File: config.mk
export PLATFORM = sky130hd
export DESIGN_NAME = frame_rx_flat
export DESIGN_NICKNAME = d
export VERILOG_FILES = /design/src/rtl/frame_rx_if.sv /design/src/rtl/frame_rx.sv /design/src/flat_wrapper.sv
export SDC_FILE = /design/constraint.sdc
export NUM_CORES = 1
export LEC_CHECK = 0
export CELL_PAD_IN_SITES_DETAIL_PLACEMENT = 0
export CELL_PAD_IN_SITES_GLOBAL_PLACEMENT = 1
export CORE_MARGIN = 2
export CORE_UTILIZATION = 37
export CTS_CLUSTER_DIAMETER = 100
export CTS_CLUSTER_SIZE = 8
export DETAILED_ROUTE_END_ITERATION = 8
export PLACE_DENSITY_LB_ADDON = 0.1
export SYNTH_ARGS = -nofsm -noshare
export SYNTH_HDL_FRONTEND = slang
export SYNTH_SLANG_ARGS = --single-unit
export TNS_END_PERCENT = 20
File: constraint.sdc
create_clock -name clk -period 2.5 [get_ports clk]
set_clock_uncertainty 0.2 [all_clocks]
set_input_delay 0.375 -clock clk [delete_from_list [all_inputs] [get_ports clk]]
set_output_delay 0.375 -clock clk [all_outputs]
set_load 0.03 [all_outputs]
File: src/rtl/frame_rx_if.sv
// PHY-side receive stream, external CRC hookup and MAC-side payload/status
// signals of the frame receiver, bundled for the frame_rx port list.
interface frame_rx_if #(
   parameter int LEN_W = 11
);
   logic             rxdv;
   logic [7:0]       rxd;
   logic             crc_clr;
   logic             crc_en;
   logic [31:0]      crc;
   logic [7:0]       mac_rxd;
   logic             mac_rxdv;
   logic             fs_mac;
   logic             fd;
   logic             frame_ok;
   logic             frame_err;
   logic [LEN_W-1:0] len;

   modport slave (
      input  rxdv, rxd, crc,
      output crc_clr, crc_en, mac_rxd, mac_rxdv, fs_mac, fd, frame_ok, frame_err, len
   );

   modport master (
      output rxdv, rxd, crc,
      input  crc_clr, crc_en, mac_rxd, mac_rxdv, fs_mac, fd, frame_ok, frame_err, len
   );
endinterface

File: src/rtl/frame_rx.sv
// GMII receive framer: strips preamble/SFD, forwards payload through a 4-byte
// FCS holdback while driving an external CRC-32, then reports frame status.
module frame_rx #(
   parameter int MIN_PRE = 2,
   parameter int MAX_LEN = 1514,
   parameter int LEN_W   = 11
) (
   input logic       clk,
   input logic       rst,
   frame_rx_if.slave bus
);
   localparam int               BW      = LEN_W + 1;
   localparam logic [2:0]       PRE_MIN = 3'(MIN_PRE);
   localparam logic [BW-1:0]    OVF_AT  = BW'(MAX_LEN + 4);
   localparam logic [BW-1:0]    BC_SAT  = {BW{1'b1}};
   localparam logic [LEN_W-1:0] LEN_MAX = LEN_W'(MAX_LEN);

   typedef enum logic [2:0] {IDLE, WAIT, HUNT, WORK, CHK, DONE} state_t;

   state_t           state_r;
   logic             rxdv_r;
   logic [7:0]       rxd_r;
   logic [2:0]       pcnt_r;
   logic [BW-1:0]    bcnt_r;
   logic [7:0]       h3_r, h2_r, h1_r, h0_r;
   logic             ovf_r;
   logic             crc_clr_r, crc_en_r, mac_rxdv_r, fs_mac_r, fd_r, ok_r, err_r;
   logic [7:0]       mac_rxd_r;
   logic [LEN_W-1:0] len_r;
   logic             good_s;
   logic [BW-1:0]    pay_s;
   logic [LEN_W-1:0] len_s;

   // Input capture of the PHY receive stream.
   always_ff @(posedge clk or posedge rst) begin
      if (rst) begin
         rxdv_r <= 1'b0;
         rxd_r  <= 8'h00;
      end else begin
         rxdv_r <= bus.rxdv;
         rxd_r  <= bus.rxd;
      end
   end

   // Frame verdict and reported length, consumed in CHK once crc has settled.
   always_comb begin
      pay_s  = bcnt_r - BW'(4);
      good_s = ({h3_r, h2_r, h1_r, h0_r} == bus.crc) && (bcnt_r >= BW'(5)) && !ovf_r;
      if (ovf_r) begin
         len_s = LEN_MAX;
      end else if (bcnt_r >= BW'(4)) begin
         len_s = pay_s[LEN_W-1:0];
      end else begin
         len_s = {LEN_W{1'b0}};
      end
   end

   // Receive state machine with registered outputs.
   always_ff @(posedge clk or posedge rst) begin
      if (rst) begin
         state_r    <= IDLE;
         pcnt_r     <= 3'd0;
         bcnt_r     <= {BW{1'b0}};
         {h3_r, h2_r, h1_r, h0_r} <= 32'h0000_0000;
         ovf_r      <= 1'b0;
         crc_clr_r  <= 1'b0;
         crc_en_r   <= 1'b0;
         mac_rxdv_r <= 1'b0;
         mac_rxd_r  <= 8'h00;
         fs_mac_r   <= 1'b0;
         fd_r       <= 1'b0;
         ok_r       <= 1'b0;
         err_r      <= 1'b0;
         len_r      <= {LEN_W{1'b0}};
      end else begin
         crc_clr_r  <= 1'b0;
         crc_en_r   <= 1'b0;
         mac_rxdv_r <= 1'b0;
         fd_r       <= 1'b0;
         ok_r       <= 1'b0;
         err_r      <= 1'b0;
         case (state_r)
            IDLE: begin
               crc_clr_r <= 1'b1;
               state_r   <= WAIT;
            end
            WAIT: begin
               if (!rxdv_r) begin
                  pcnt_r  <= 3'd0;
                  state_r <= HUNT;
               end
            end
            HUNT: begin
               if (!rxdv_r) begin
                  pcnt_r <= 3'd0;
               end else if (rxd_r == 8'h55) begin
                  if (pcnt_r != 3'd7) pcnt_r <= pcnt_r + 3'd1;
               end else if (rxd_r == 8'hD5 && pcnt_r >= PRE_MIN) begin
                  state_r   <= WORK;
                  fs_mac_r  <= 1'b1;
                  crc_clr_r <= 1'b1;
                  bcnt_r    <= {BW{1'b0}};
                  ovf_r     <= 1'b0;
                  {h3_r, h2_r, h1_r, h0_r} <= 32'h0000_0000;
               end else begin
                  state_r <= WAIT;
               end
            end
            WORK: begin
               if (rxdv_r) begin
                  {h3_r, h2_r, h1_r, h0_r} <= {h2_r, h1_r, h0_r, rxd_r};
                  if (bcnt_r != BC_SAT) bcnt_r <= bcnt_r + BW'(1);
                  // h3 is known to be payload only once four newer bytes exist.
                  if (bcnt_r >= BW'(4)) begin
                     if (bcnt_r >= OVF_AT) begin
                        ovf_r <= 1'b1;
                     end else begin
                        mac_rxd_r  <= h3_r;
                        mac_rxdv_r <= 1'b1;
                        crc_en_r   <= 1'b1;
                     end
                  end
               end else begin
                  state_r <= CHK;
               end
            end
            CHK: begin
               fd_r     <= 1'b1;
               ok_r     <= good_s;
               err_r    <= !good_s;
               len_r    <= len_s;
               fs_mac_r <= 1'b0;
               state_r  <= DONE;
            end
            DONE: begin
               pcnt_r  <= 3'd0;
               state_r <= HUNT;
            end
            default: begin
               state_r <= IDLE;
            end
         endcase
      end
   end

   assign bus.crc_clr   = crc_clr_r;
   assign bus.crc_en    = crc_en_r;
   assign bus.mac_rxd   = mac_rxd_r;
   assign bus.mac_rxdv  = mac_rxdv_r;
   assign bus.fs_mac    = fs_mac_r;
   assign bus.fd        = fd_r;
   assign bus.frame_ok  = ok_r;
   assign bus.frame_err = err_r;
   assign bus.len       = len_r;
endmodule

File: src/flat_wrapper.sv
// flat-port wrapper written by rule: the top's interface ports become plain ports
module frame_rx_flat 
#(
   parameter int MIN_PRE = 2,
   parameter int MAX_LEN = 1514,
   parameter int LEN_W   = 11
)
  (clk, rst, bus_rxdv, bus_rxd, bus_crc, bus_crc_clr, bus_crc_en, bus_mac_rxd, bus_mac_rxdv, bus_fs_mac, bus_fd, bus_frame_ok, bus_frame_err, bus_len);
  frame_rx_if #(.LEN_W(LEN_W)) bus_i ();
  input logic clk;
  input logic rst;
  input wire logic [$bits(bus_i.rxdv)-1:0] bus_rxdv;
  input wire logic [$bits(bus_i.rxd)-1:0] bus_rxd;
  input wire logic [$bits(bus_i.crc)-1:0] bus_crc;
  output wire logic [$bits(bus_i.crc_clr)-1:0] bus_crc_clr;
  output wire logic [$bits(bus_i.crc_en)-1:0] bus_crc_en;
  output wire logic [$bits(bus_i.mac_rxd)-1:0] bus_mac_rxd;
  output wire logic [$bits(bus_i.mac_rxdv)-1:0] bus_mac_rxdv;
  output wire logic [$bits(bus_i.fs_mac)-1:0] bus_fs_mac;
  output wire logic [$bits(bus_i.fd)-1:0] bus_fd;
  output wire logic [$bits(bus_i.frame_ok)-1:0] bus_frame_ok;
  output wire logic [$bits(bus_i.frame_err)-1:0] bus_frame_err;
  output wire logic [$bits(bus_i.len)-1:0] bus_len;
  assign bus_i.rxdv = bus_rxdv;
  assign bus_i.rxd = bus_rxd;
  assign bus_i.crc = bus_crc;
  assign bus_crc_clr = bus_i.crc_clr;
  assign bus_crc_en = bus_i.crc_en;
  assign bus_mac_rxd = bus_i.mac_rxd;
  assign bus_mac_rxdv = bus_i.mac_rxdv;
  assign bus_fs_mac = bus_i.fs_mac;
  assign bus_fd = bus_i.fd;
  assign bus_frame_ok = bus_i.frame_ok;
  assign bus_frame_err = bus_i.frame_err;
  assign bus_len = bus_i.len;
  frame_rx #(.MIN_PRE(MIN_PRE), .MAX_LEN(MAX_LEN), .LEN_W(LEN_W)) u_core (.clk(clk), .rst(rst), .bus(bus_i));
endmodule
==> flow_summary.ini, run 1 <==
[clock_tree]
clkSinkCount = 85
clk_pin_slew_ns = 0.10
ctsHtreeMaxLevel = 3
clk_latency_ns = 0.36
holdBufCountCts = 0
numCtsBuffers = 9
clockBufferDepth = 2
cts_tree = yes
ctsRootBufferMaster = clkbuf_8

[routing]
drtIter0Drc = 166
dr.pass1.iters = 6
routed_wl_mm = 9.71
vias_per_cell = 4.90
drtAntennaViolNets = 0
num_vias = 3187
wl_per_cell_um = 14.9
drc = 0

[yosys]
synth_top_area_share = 0.512
async_flop_share = 1.00
ys_types = 46
ys.flop_type = dfrtp_1
yosysTopAreaCell = dfrtp_1
synth_fp_nets = 478
ys_seq_elements = 85
synth_edf_count = 0
syn_inst = 427
syn_area_per_cell_um2 = 9.73
synth_warnings = 0
yosys-top-cells-count = 85 x dfrtp_1, 85 x nand2_1, 38 x nand3_1
synth.cell_area_um2 = 4160
synth.area.top_cells = dfrtp_1 51%, nand2_1 7.7%, xor2_1 6.1%
ys_seq_area_frac = 0.512

[sta]
period_needed_ns = 2.37
slew_headroom = 0.474
fin_crit_sh = 0.949
setup_slack_ns = 0.128
rsz0062_at_grt = false
tightest_slew_ns = 0.787
hold_violations = 0
clock.fmax_mhz = 422
setup_violations = 0
slew_violations = 0

[placement]
io_buffers = 68
dp_slack_ns = -0.00947
dp_cells = 634
gp_congestion = 0.760
place_hpwl_mm = 7.19

[finish]
fin_cells = 651
drive_gt1_frac = 0.117
fin_util = 0.492
antenna_cells = 0
fin_nets = 557
syn_to_final_growth_pct = 28.9

[critical_path]
cp-start-kind = register
crit_family = simple AND/OR/NAND/NOR gates
path_class = register to register
cp_num_cells = 5
reg2regPathDepth = 5
cp_slowest_cell = or4_1
reg2reg_slack_ns = 0.13
path_max_fanout = 8
cp.required_ns = 2.58
worst_ep_arrival_time_ns = 2.46
critPathBufInv = 0
slowest_delay_ns = 0.50
crit_chain = or3b_4 > o31a_4 > or2_4 > or4_1 > a21oi_1
worst_setup_path_end_kind = register

[floorplanning]
die-area_um2 = 12100
initial_utilization = 0.382
io_pins = 69
core_um2 = 10900
core.rowCount = 38
die_w_um = 110
die_h_um = 110

[power]
p_total_w = 0.00386
p_switching_w = 0.00132
combPwrFrac = 0.268
sw_frac_of_total = 0.341
max-vdd-ir-drop_mv = 0.370
clockPowerShare = 0.288
cellPowerDensity_nw_per_um2 = 722
p_int_w = 0.00255
pwr-share-seq = 0.443
p_leak_nw = 2.52

[grt]
gr-total-overflow = 0
grt_start_max_net_pins = 47
grt_pass1_vias = 3218
grt_use_total = 0.174
grt_pass1_wl_mm = 16.0
grt_antenna_before_repair = 0

[hold_path]
hp-class = input port to async pin

[job]
cap_violations = 0

[outcome]
outcome = finished clean
[sequential cells by signal (all words and copies together) (netlist names), 3 cells and up]
| register | count |
|---|---|
| u_core.rxd_r | 8 |
| u_core.h3_r | 8 |
| u_core.bus.len | 11 |
| u_core.h0_r | 8 |
| u_core.pcnt_r | 3 |
| u_core.h2_r | 8 |
| u_core.bus.mac_rxd | 8 |
| u_core.h1_r | 8 |
| u_core.bcnt_r | 12 |
| u_core.state_r | 3 |
[kinds of logic (layout without fill, tap and decap cells)]
| family | Yosys count | in the layout | share of synthesized area |
|---|---|---|---|
| buffers and inverters | 38 | 122 | 0.0370 |
| xor gates and xnor gates | 42 | 42 | 0.0885 |
| DFF | 85 | 85 | 0.512 |
| AOI/OAI and AO/OA | 43 | 43 | 0.0702 |
| adders and majority gates | 8 | 8 | 0.0241 |
| muxes | 14 | 14 | 0.0364 |
| and+or+nand+nor | 197 | 197 | 0.232 |
[path summary, 6_finish.rpt]
check / from / endpoint
max: u_core.rxd_r[1] / u_core.bcnt_r[10]
min: rst / u_core.rxd_r[4]
max reg2reg: u_core.rxd_r[1] / u_core.bcnt_r[10]
min reg2reg: u_core.bus.len[5] / u_core.bus.len[5]
max in group asynchronous: rst / u_core.bcnt_r[2]
min in group clk: bus_rxdv / u_core.rxdv_r
[power groups by stage]
stage | clock network [W] | logic (W) | registers (W)
4_1_cts | 0.00115 | 0.00105 | 0.00172
3_5_place_dp | 0 | 0.00105 | 0.00174
6_report | 0.00111 | 0.00104 | 0.00171
3_3_place_gp | 0 | 0.00104 | 0.00174
2_1_floorplan | 0 | 0.000608 | 0.00177
5_1_grt | 0.00121 | 0.00116 | 0.00174
[through the flow]
stage / setup TNS (ns) / area (um^2) / hold WS [ns]
CTS: 0 / 5350 / 0.158
global route: 0 / 5360 / 0.184
finish: 0 / 5360 / 0.164
global placement: 0 / 5110 / 0.269
floorplan: 0 / 4160 / 0.206
detailed placement: -0.0163 / 5110 / 0.275
[per-layer routing]
metal,share of wire,GRT usage
met5,0,0
met4,0.010,0.0552
met3,0.040,0.0329
met2,0.44,0.262
met1,0.50,0.254
[layout by cell type (no fill, tap or decap), types with 2 or more instances in the layout]
master / instances
nand2_1: 85
dfrtp_1: 85
clkdlybuf4s50_1: 68
nand3_1: 38
xor2_1: 29
nor2_1: 23
buf_4: 19
inv_1: 15
xnor2_1: 13
nor4_1: 11
a21oi_1: 11
o21ai_0: 10
mux2_2: 9
clkbuf_8: 9
ha_1: 8
nor3_1: 7
a211oi_1: 6
nand4_1: 6
mux2i_1: 5
o31ai_1: 4
nand2b_1: 3
nor4b_1: 3
nor2b_1: 3
a31o_2: 3
inv_6: 3
buf_12: 3
or4_1: 2
and3_1: 2
nand4b_1: 2
and2_0: 2
a31oi_1: 2
bufinv_16: 2
[area by class of cell]
cell class                 count  area (um^2)
fill                        1086         5530
sequential                    85         2130
multi-input combinational    304         1880
timing repair buffer          90          883
tap                          140          175
clock buffer                   9          124
clock inverter                 7          103
inverter                      16         63.8
[worst reg2reg max path, delay by kind of cell, from the launching register on]
kind	cells	cell delay [ns]
AND/OR/NAND/NOR	3	1.17
AO/OA/AOI/OAI	2	0.54
flip-flops	1	0.39
[repair_timing]
action / in CTS / in global routing
pin swaps: 1 / 0
setup buffers: 1 / 0
setup endpoints to repair: 3 / 1
gates resized for setup: 0 / 1
(Power assumes the default switching activity.)
==> inputs of run 2 (changes only) <==
--- a/config.mk
+++ b/config.mk
@@ -13,6 +13,7 @@
 export CTS_CLUSTER_SIZE = 8
 export DETAILED_ROUTE_END_ITERATION = 8
 export PLACE_DENSITY_LB_ADDON = 0.1
+export SLEW_MARGIN = 25
 export SYNTH_ARGS = -nofsm -noshare
 export SYNTH_HDL_FRONTEND = slang
 export SYNTH_SLANG_ARGS = --single-unit
==> constraint.sdc (replaced) <==
create_clock -name clk -period 2.08 [get_ports clk]
set_clock_uncertainty 0.2 [all_clocks]
set_input_delay 0.312 -clock clk [delete_from_list [all_inputs] [get_ports clk]]
set_output_delay 0.312 -clock clk [all_outputs]
set_load 0.03 [all_outputs]
==> run 2 against run 1 <==
The flow now finishes with violations (setup timing). Hold slack worse by 0.14 ns. Sequential share of layout area is 3.6 points lower. Via count is 7.0% higher. Non-clock buffer count is 46 higher. Die area stayed put. Clock power is 8% higher. Register-to-register slack worse by 0.28 ns. Global-route usage is 1.1 points higher. Power is 23% higher. Count of clock-buffer cells in the layout stayed put. Critical path type unchanged. Critical endpoint unchanged.
==> flow_summary.ini, run 2 (synthesis gave the netlist of run 1 again) <==
[sta]
period_needed_ns = 2.24
holdWs_ns = 0.0220
setup_violations = 24
clock.fmax_mhz = 447
hold_violations = 0
fin_crit_sh = 1.08
setup_slack_ns = -0.156
slew_headroom = 0.761
rsz0062_at_grt = true
slew_violations = 0
tightest_slew_ns = 0.355

[clock_tree]
cts_tree = yes
holdBufCountCts = 0
ctsHtreeMaxLevel = 3
clk_latency_ns = 0.37
ctsRootBufferMaster = clkbuf_8
clockBufferDepth = 2
clk_pin_slew_ns = 0.09
clkSinkCount = 85
numCtsBuffers = 9

[floorplanning]
die_w_um = 110
io_pins = 69
die-area_um2 = 12100
initial_utilization = 0.382
die_h_um = 110
core.rowCount = 38
core_um2 = 10900

[grt]
grt_use_total = 0.186
grt_pass1_vias = 3379
grt_start_max_net_pins = 61
grt_pass1_wl_mm = 17.1
grt_antenna_before_repair = 0
gr-total-overflow = 0

[routing]
drtAntennaViolNets = 0
drtIter0Drc = 231
dr.pass1.iters = 4
num_vias = 3410
drc = 0
routed_wl_mm = 10.6
vias_per_cell = 4.89
wl_per_cell_um = 15.2

[critical_path]
path_max_fanout = 3
crit_family = simple AND/OR/NAND/NOR gates
slowest_delay_ns = 0.42
cp.required_ns = 2.18
worst_setup_path_end_kind = register
critPathBufInv = 0
cp_slowest_cell = or4_4
crit_start = u_core.rxd_r[3]
r2r-start = u_core.rxd_r[3]
worst_ep_arrival_time_ns = 2.33
path_class = register to register
crit_chain = or3b_4 > o31a_4 > or2_4 > or4_4 > a21oi_2
cp-start-kind = register

[finish]
largest_reg_flops = 12
fin_util = 0.542
regMostFlops = u_core.bcnt_r
syn_to_final_growth_pct = 42.0
design_area_um2 = 5900
fin_nets = 603
drive_gt1_frac = 0.228
final_common_cell = nand2_1
final_cell_mix = 85 x nand2_1, 83 x dfrtp_1, 68 x clkdlybuf4s50_1
antenna_cells = 0
fin_cells = 697

[placement]
io_buffers = 68
gp_congestion = 0.835
place_area_um2 = 5450
dp_cells = 675
place_hpwl_mm = 7.41

[power]
p_total_w = 0.00477
p_leak_nw = 2.82
max-vdd-ir-drop_mv = 0.495
cellPowerDensity_nw_per_um2 = 808

[outcome]
violations = setup timing
outcome = finished with violations

[job]
cap_violations = 0

[hold_path]
hp-class = input port to async pin
run 2: changes by cell type in the layout (fill, tap and decap cells not counted), moves of 3 or more:
| cell | delta |
|---|---|
| buf_4 | +37 |
| inv_6 | -3 |
| buf_12 | +3 |
| nor4_1 | -4 |
| clkinv_4 | +3 |
| buf_6 | +6 |
run 2: area by class of cell:
| type | instances | area [um^2] |
|---|---|---|
| Inverter | 16 | 63.8 |
| Multi-Input combinational cell | 304 | 2040 |
| Clock inverter | 7 | 76.3 |
| Clock buffer | 9 | 124 |
| Tap cell | 140 | 175 |
| Timing Repair Buffer | 136 | 1290 |
| Fill cell | 1004 | 4990 |
| Sequential cell | 85 | 2130 |
run 2: path summary, 6_finish.rpt:
kind                                      to  slack, ns  depth (start not counted)
setup / recovery           u_core.bcnt_r[10]      -0.16                          5
hold / removal              u_core.pcnt_r[1]       0.02                          2
setup reg to reg           u_core.bcnt_r[10]      -0.16                          5
hold reg to reg            u_core.bus.len[3]       0.28                          2
max in group asynchronous   u_core.bcnt_r[9]       1.06                          3
min in group clk             u_core.rxd_r[6]       0.17                          1
run 2: layer usage:
layer | share of wire | vias to the layer above | global-route usage | wire length [um]
met5 | 0 | - | 0 | 0
met4 | 0.014 | 0 | 0.0624 | 150
met3 | 0.053 | 12 | 0.0394 | 562
met2 | 0.45 | 86 | 0.279 | 4810
met1 | 0.48 | 1604 | 0.266 | 5070
li1 | - | 1708 | - | -
run 2: where the power goes:
part | internal (W) | switching (W) | total [W]
Clock | 0.000558 | 0.000640 | 0.00120
Sequential | 0.00186 | 0.000170 | 0.00203
Combinational | 0.000684 | 0.000857 | 0.00154
run 2: per-stage QoR:
stage               setup TNS [ns]  setup slack [ns]
global placement             -3.72            -0.267
CTS                          -1.25            -0.200
global route                 -5.27            -0.232
detailed placement           -5.46            -0.399
floorplan                    -2.58            -0.290
finish                       -1.69            -0.156
run 2: timing repair:
item                                    4_1_cts  5_1_grt
setup buffers                                 3        3
endpoints found under the setup margin       59       68
pin swaps                                    11       12
gates resized for setup                      17       19
